$ cat src/rtl/adc_serial_config_sequencer.sv
// adc_serial_config_sequencer
//
// Drives the ADC 3-wire configuration port (sclk/sdata/select). Two
// requesters share the port: a power-up init table read from an external
// combinational ROM (triggered by start), and a runtime host write channel.
// Each WORD_W-bit word goes out MSB-first, with one sclk period every DIV
// clk cycles, framed by an active-low select.
//
// Ports
//   clk       system clock, rising edge
//   rst_n     synchronous active-low reset
//   start     pulse: request the full init-table sequence
//   rom_addr  init ROM address (word index; 0 when idle)
//   rom_data  ROM word at rom_addr, combinational
//   wr_req    host write request, held until wr_ack
//   wr_data   host write word
//   wr_ack    one-cycle pulse when wr_data is captured
//   sclk      serial clock to ADC, idle low
//   sdata     serial data to ADC
//   select    ADC chip select, active low
//   busy      high whenever not idle
//   done      set when an init sequence completes; cleared by start
//
// state   | meaning
// --------+-------------------------------------------------------------
// S_IDLE  | port idle; arbitrate init (priority) versus host write
// S_LOAD  | capture ROM or host word into the shift register (1 cycle)
// S_SETUP | select low, sclk low, first bit presented (DIV/2 cycles)
// S_SHIFT | WORD_W sclk periods, low half then high half
// S_HOLD  | sclk low, select still low (DIV/2 cycles)
// S_GAP   | select high, sdata 0 (DIV cycles); next word or idle

module adc_serial_config_sequencer #(
   parameter int WORD_W    = 20,
   parameter int NUM_WORDS = 16,
   parameter int ADDR_W    = 4,
   parameter int DIV       = 16
) (
   input  logic              clk,
   input  logic              rst_n,
   input  logic              start,
   output logic [ADDR_W-1:0] rom_addr,
   input  logic [WORD_W-1:0] rom_data,
   input  logic              wr_req,
   input  logic [WORD_W-1:0] wr_data,
   output logic              wr_ack,
   output logic              sclk,
   output logic              sdata,
   output logic              select,
   output logic              busy,
   output logic              done
);

   localparam int HALF  = DIV / 2;
   localparam int TMR_W = $clog2(DIV);
   localparam int BIT_W = $clog2(WORD_W);

   localparam logic [TMR_W-1:0]  HALF_LD  = TMR_W'(HALF - 1);
   localparam logic [TMR_W-1:0]  GAP_LD   = TMR_W'(DIV - 1);
   localparam logic [BIT_W-1:0]  BIT_LD   = BIT_W'(WORD_W - 1);
   localparam logic [ADDR_W-1:0] LAST_IDX = ADDR_W'(NUM_WORDS - 1);

   typedef enum logic [2:0] {
      S_IDLE,
      S_LOAD,
      S_SETUP,
      S_SHIFT,
      S_HOLD,
      S_GAP
   } state_t;

   state_t            state;
   state_t            state_nxt;
   logic [TMR_W-1:0]  tmr;
   logic              ph;          // 0: low half of sclk period, 1: high half
   logic [BIT_W-1:0]  bit_cnt;     // bit periods remaining after the current one
   logic [WORD_W-1:0] shreg;
   logic [ADDR_W-1:0] idx;
   logic              src_rom;
   logic              init_pending;
   logic              done_q;

   logic tc;
   logic go_init;
   logic go_host;
   logic last_word_exit;

   assign tc = (tmr == '0);

   always_comb begin
      state_nxt      = state;
      go_init        = 1'b0;
      go_host        = 1'b0;
      last_word_exit = 1'b0;
      case (state)
         S_IDLE: begin
            // start is honoured in the same cycle so LOAD follows it directly
            if (init_pending || start) begin
               state_nxt = S_LOAD;
               go_init   = 1'b1;
            end else if (wr_req) begin
               state_nxt = S_LOAD;
               go_host   = 1'b1;
            end
         end
         S_LOAD:  state_nxt = S_SETUP;
         S_SETUP: if (tc) state_nxt = S_SHIFT;
         S_SHIFT: if (tc && ph && (bit_cnt == '0)) state_nxt = S_HOLD;
         S_HOLD:  if (tc) state_nxt = S_GAP;
         S_GAP: begin
            if (tc) begin
               if (src_rom && (idx != LAST_IDX)) begin
                  state_nxt = S_LOAD;
               end else begin
                  state_nxt      = S_IDLE;
                  last_word_exit = src_rom;
               end
            end
         end
         default: state_nxt = S_IDLE;
      endcase
   end

   always_comb begin
      busy     = (state != S_IDLE);
      wr_ack   = (state == S_LOAD) && !src_rom;
      select   = !((state == S_SETUP) || (state == S_SHIFT) || (state == S_HOLD));
      sclk     = (state == S_SHIFT) && ph;
      sdata    = select ? 1'b0 : shreg[WORD_W-1];
      rom_addr = idx;
      done     = done_q;
   end

   always_ff @(posedge clk) begin
      if (!rst_n) begin
         state        <= S_IDLE;
         tmr          <= '0;
         ph           <= 1'b0;
         bit_cnt      <= '0;
         shreg        <= '0;
         idx          <= '0;
         src_rom      <= 1'b0;
         init_pending <= 1'b0;
         done_q       <= 1'b0;
      end else begin
         state <= state_nxt;

         if (go_init)
            init_pending <= 1'b0;
         else if (start)
            init_pending <= 1'b1;

         // A restart queued during a sequence suppresses done for that
         // sequence; done reflects only a sequence with nothing pending.
         if (start)
            done_q <= 1'b0;
         else if (last_word_exit && !init_pending)
            done_q <= 1'b1;

         case (state)
            S_IDLE: begin
               idx <= '0;
               if (go_init)
                  src_rom <= 1'b1;
               else if (go_host)
                  src_rom <= 1'b0;
            end
            S_LOAD: begin
               shreg <= src_rom ? rom_data : wr_data;
               tmr   <= HALF_LD;
            end
            S_SETUP: begin
               if (tc) begin
                  tmr     <= HALF_LD;
                  ph      <= 1'b0;
                  bit_cnt <= BIT_LD;
               end else begin
                  tmr <= tmr - 1'b1;
               end
            end
            S_SHIFT: begin
               if (tc) begin
                  tmr <= HALF_LD;
                  if (!ph) begin
                     ph <= 1'b1;
                  end else begin
                     ph <= 1'b0;
                     if (bit_cnt != '0) begin
                        bit_cnt <= bit_cnt - 1'b1;
                        shreg   <= {shreg[WORD_W-2:0], 1'b0};
                     end
                  end
               end else begin
                  tmr <= tmr - 1'b1;
               end
            end
            S_HOLD: begin
               if (tc)
                  tmr <= GAP_LD;
               else
                  tmr <= tmr - 1'b1;
            end
            S_GAP: begin
               if (tc) begin
                  tmr <= HALF_LD;
                  if (src_rom && (idx != LAST_IDX))
                     idx <= idx + 1'b1;
                  else
                     idx <= '0;
               end else begin
                  tmr <= tmr - 1'b1;
               end
            end
            default: ;
         endcase
      end
   end

endmodule

$ cat config.mk
export PLATFORM = sky130hd
export DESIGN_NAME = adc_serial_config_sequencer
export DESIGN_NICKNAME = d
export VERILOG_FILES = /design/src/rtl/adc_serial_config_sequencer.sv
export SDC_FILE = /design/constraint.sdc
export NUM_CORES = 1
export LEC_CHECK = 0
export BUFFER_PORTS_ARGS = -buffer_cell sky130_fd_sc_hd__buf_4
export CAP_MARGIN = 20
export CORE_MARGIN = 5
export CORE_UTILIZATION = 58
export CTS_CLUSTER_DIAMETER = 150
export DETAILED_ROUTE_END_ITERATION = 12
export PLACE_DENSITY = 0.85
export SLEW_MARGIN = 20
export SYNTH_ARGS = -nofsm -noshare
export SYNTH_HDL_FRONTEND = slang
export SYNTH_SLANG_ARGS = --single-unit
$ cat constraint.sdc
create_clock -name clk -period 4.51 [get_ports clk]
set_clock_uncertainty 0.1 [all_clocks]
set_input_delay 0 -clock clk [delete_from_list [all_inputs] [get_ports clk]]
set_output_delay 0 -clock clk [all_outputs]
set_load 0.01 [all_outputs]
==> key figures <==
Outcome
  • Outcome: complete, no violations

Layout
  • Area Growth Syn to Fin: 21.6%
  • Share of cells above drive strength 1: 21.4%
  • Commonest non-fill, non-tap cells in the layout: buf_4, nand2_1, mux2i_1
  • Diodes inserted: 0
  • Commonest non-fill, non-tap cell in the layout: buf_4
  • Final Instance Area: 2860 um^2
  • Final nets: 373

Logic synthesis
  • Area share of the largest cell type after synthesis: 34.0%
  • EDFF count, synth: 0
  • Warnings, synthesis: 0
  • Post-synth top area cell: dfxtp_1
  • Sequential area share after synthesis: 34.0%
  • Synth top area cells: dfxtp_1, mux2i_1, nand2_1
  • Syn_area_per_cell: 8.31 um^2
  • Asr flop ratio synth: 0%
  • Mapped cell area: 2350 um^2
  • Syn nets: 330
  • Netlist cell types: 46
  • Top FF cell, synth: dfxtp_1
  • Mapped Cells: 283
  • Yosys reg bits: 40

Clocking
  • CTS tree: done
  • CTS sink count: 40
  • Worst-path clk slew: 80 ps
  • Root Buffer: clkbuf_8
  • Clock Latency Late Sink: 290 ps
  • Setup Buffers After CTS: 0
  • CTS Buffer Depth: 2
  • Total CTS buffers: 5
  • H-tree depth: 2

STA
  • Max-Slew Margin vs Limit: 59.0%
  • Minimum clock period: 2230 ps
  • Least-Margin Pin Slew: 614 ps
  • Period utilization: 49.6%
  • Maximum clock frequency: 447 MHz
  • Final setup TNS: 0 ps
  • Max Slew Vio Count: 0
  • Final Hold Vio Count: 0
  • # setup viols final: 0
  • RSZ-0062 raised after global routing: false

Place
  • I/O Buffers: 53
  • Area post-placement: 2730 um^2
  • RePlAce Congestion: 0.877
  • Post-DP HPWL: 3750 um

Floorplan
  • Core Region: 3970 um^2
  • Die W: 73.7 um
  • Num rows: 23
  • Die area: 5430 um^2
  • Initial Util: 59.2%
  • Die height: 73.7 um
  • # IOs: 54

Worst setup path
  • Worst r2r dst: shreg[19]
  • Critical Path RT: 4630 ps
  • CP max stage delay: 440 ps
  • Worst reg-to-reg setup slack: 2280 ps
  • Crit path DAT: 2360 ps
  • R2r worst-path depth: 7
  • CP delay by family, top: simple AND/OR/NAND/NOR gates
  • Critical Path Start Type: register
  • Crit path capture type: register
  • Worst Setup Path Type: register to register
  • R2R Path Start: tmr[0]
  • Buf/Inv on CP: 2
  • CP max FO: 20
  • Critical-path cell list: inv_1 -> ha_1 -> nor3b_4 -> nand3_1 -> a21oi_2 -> buf_4 -> mux2i_1
  • Slowest CP cell: nor3b_4

Worst hold path
  • Hold Crit Endpoint: shreg[13]
  • Hold Path Depth: 5
  • Worst hold path class: input pin to register
  • Hold_sp: wr_data[13]

Power
  • Internal: 0.000935 W
  • Seq pwr share: 36.8%
  • Switch share: 39.1%
  • PwrDens: 537 nW/um^2
  • Combinational power share: 44.7%
  • Psw: 0.000601 W
  • Clk pwr share: 18.5%
  • VDD IR max: 0.000384 V
  • Lkg Pwr: 1.17 nW

Route
  • Pre-antenna DRT Iters: 4
  • Vias: 2189
  • Iteration-0 DRC count of the detailed router: 143
  • Avg WL per Cell: 14.2 um
  • Remaining antenna violation count: 0
  • Final wirelength: 5360 um
  • DR DRC count: 0
  • Vias per inst: 5.81

Global routing
  • Total GRT Usage: 20.9%
  • Largest net degree at the start of global routing: 48
  • Initial antenna violation count: 0
  • Met3 usage: 4.92%
  • Routing usage on met1: 25.6%
  • Vias in the first global route: 2061
  • Global-route wire length before repair: 9000 um
  • GRT Max-Usage Layer: met2
  • Met2 usage: 35.9%
  • Grt ovf: 0

Run
  • Max Cap Viol: 0
## metal layers
| layer | part of all wire (%) | vias to the layer above | wire length [um] |
|---|---|---|---|
| met2 | 51 | 54 | 2720 |
| met3 | 5.2 | 7 | 281 |
| met5 | 0 | - | 0 |
| met4 | 1.2 | 0 | 63 |
| li1 | - | 1112 | - |
| met1 | 43 | 1016 | 2290 |
## cell type report
| type | count | area (um^2) |
|---|---|---|
| Inverter | 9 | 33.8 |
| Fill cell | 317 | 1110 |
| Clock buffer | 6 | 72.6 |
| Clock inverter | 2 | 35.0 |
| Sequential cell | 40 | 801 |
| Timing Repair Buffer | 58 | 440 |
| Tap cell | 50 | 62.6 |
| Multi-Input combinational cell | 212 | 1420 |
## tightest hold or removal path: stages
cell      delay, ps
buf_4            80
mux2i_1          50
nand2_1          60
o211ai_1         80
mux2i_1         120
## what timing repair did
item	in CTS	in global routing
hold buffers	2	0
hold endpoints to repair	3	0
gates resized for setup	0	0
## flip-flops by register name, indices dropped and copies added, names as in the netlist
| name | cells |
|---|---|
| state | 3 |
| rom_addr | 4 |
| ph | 1 |
| init_pending | 1 |
| done | 1 |
| src_rom | 1 |
| shreg | 20 |
| tmr | 4 |
| bit_cnt | 5 |
## stage by stage
stage                     power [W]  cells  hold slack [ps]  worst slack, ps  util (%)
final                       0.00154    377             32.6             2280      72.1
after global routing        0.00165    377             55.2             2020      72.1
after CTS                   0.00154    377             36.3             2290      72.1
after detailed placement    0.00125    367             97.3             2320      68.8
after global placement      0.00122    367             89.6             2460      68.8
after floorplan             0.00110    283            -20.7             2600         -
## power by group through the flow
stage	Combinational, W	Clock [W]	Sequential [W]
after global routing	0.000763	0.000306	0.000580
after detailed placement	0.000681	0	0.000567
after CTS	0.000690	0.000289	0.000560
final	0.000687	0.000285	0.000565
after floorplan	0.000588	0	0.000507
after global placement	0.000660	0	0.000564
## cells by family after synthesis
family | after synthesis | synth area share [%]
and+or+nand+nor | 99 | 21.0
AOI/OAI and AO/OA | 68 | 19.6
muxes | 41 | 17.4
DFF | 40 | 34.0
buffers and inverters | 31 | 5.90
adders and majority gates | 3 | 1.60
xor gates and xnor gates | 1 | 0.372
## synthesized netlist by cell type, types with 2 or more instances
cell	instances
or4_1	3
nand2_1	51
a31o_2	2
buf_2	6
nor2_1	11
or3b_1	3
a31oi_1	5
nor2b_1	4
nor3_1	4
o31ai_1	2
and3_1	2
dfxtp_1	40
o211a_1	2
mux2i_1	41
o211ai_1	21
buf_4	2
nand3_1	6
o22ai_1	2
o21ai_0	10
nand2b_1	2
ha_1	3
clkbuf_1	12
inv_1	8
nand4b_1	3
a21oi_1	17
## worst max-delay path by stage
stage / start / endpoint / slack, ps / cells after the start
3_5_place_dp: tmr[0] / shreg[3] / 2320 / 7
6_report: tmr[0] / shreg[19] / 2280 / 7
3_3_place_gp: tmr[0] / shreg[8] / 2460 / 7
4_1_cts: tmr[0] / shreg[19] / 2290 / 7
2_1_floorplan: tmr[0] / rom_addr[2] / 2600 / 6
5_1_grt: tmr[0] / shreg[19] / 2020 / 7
Power figures use the tool's default switching activity.
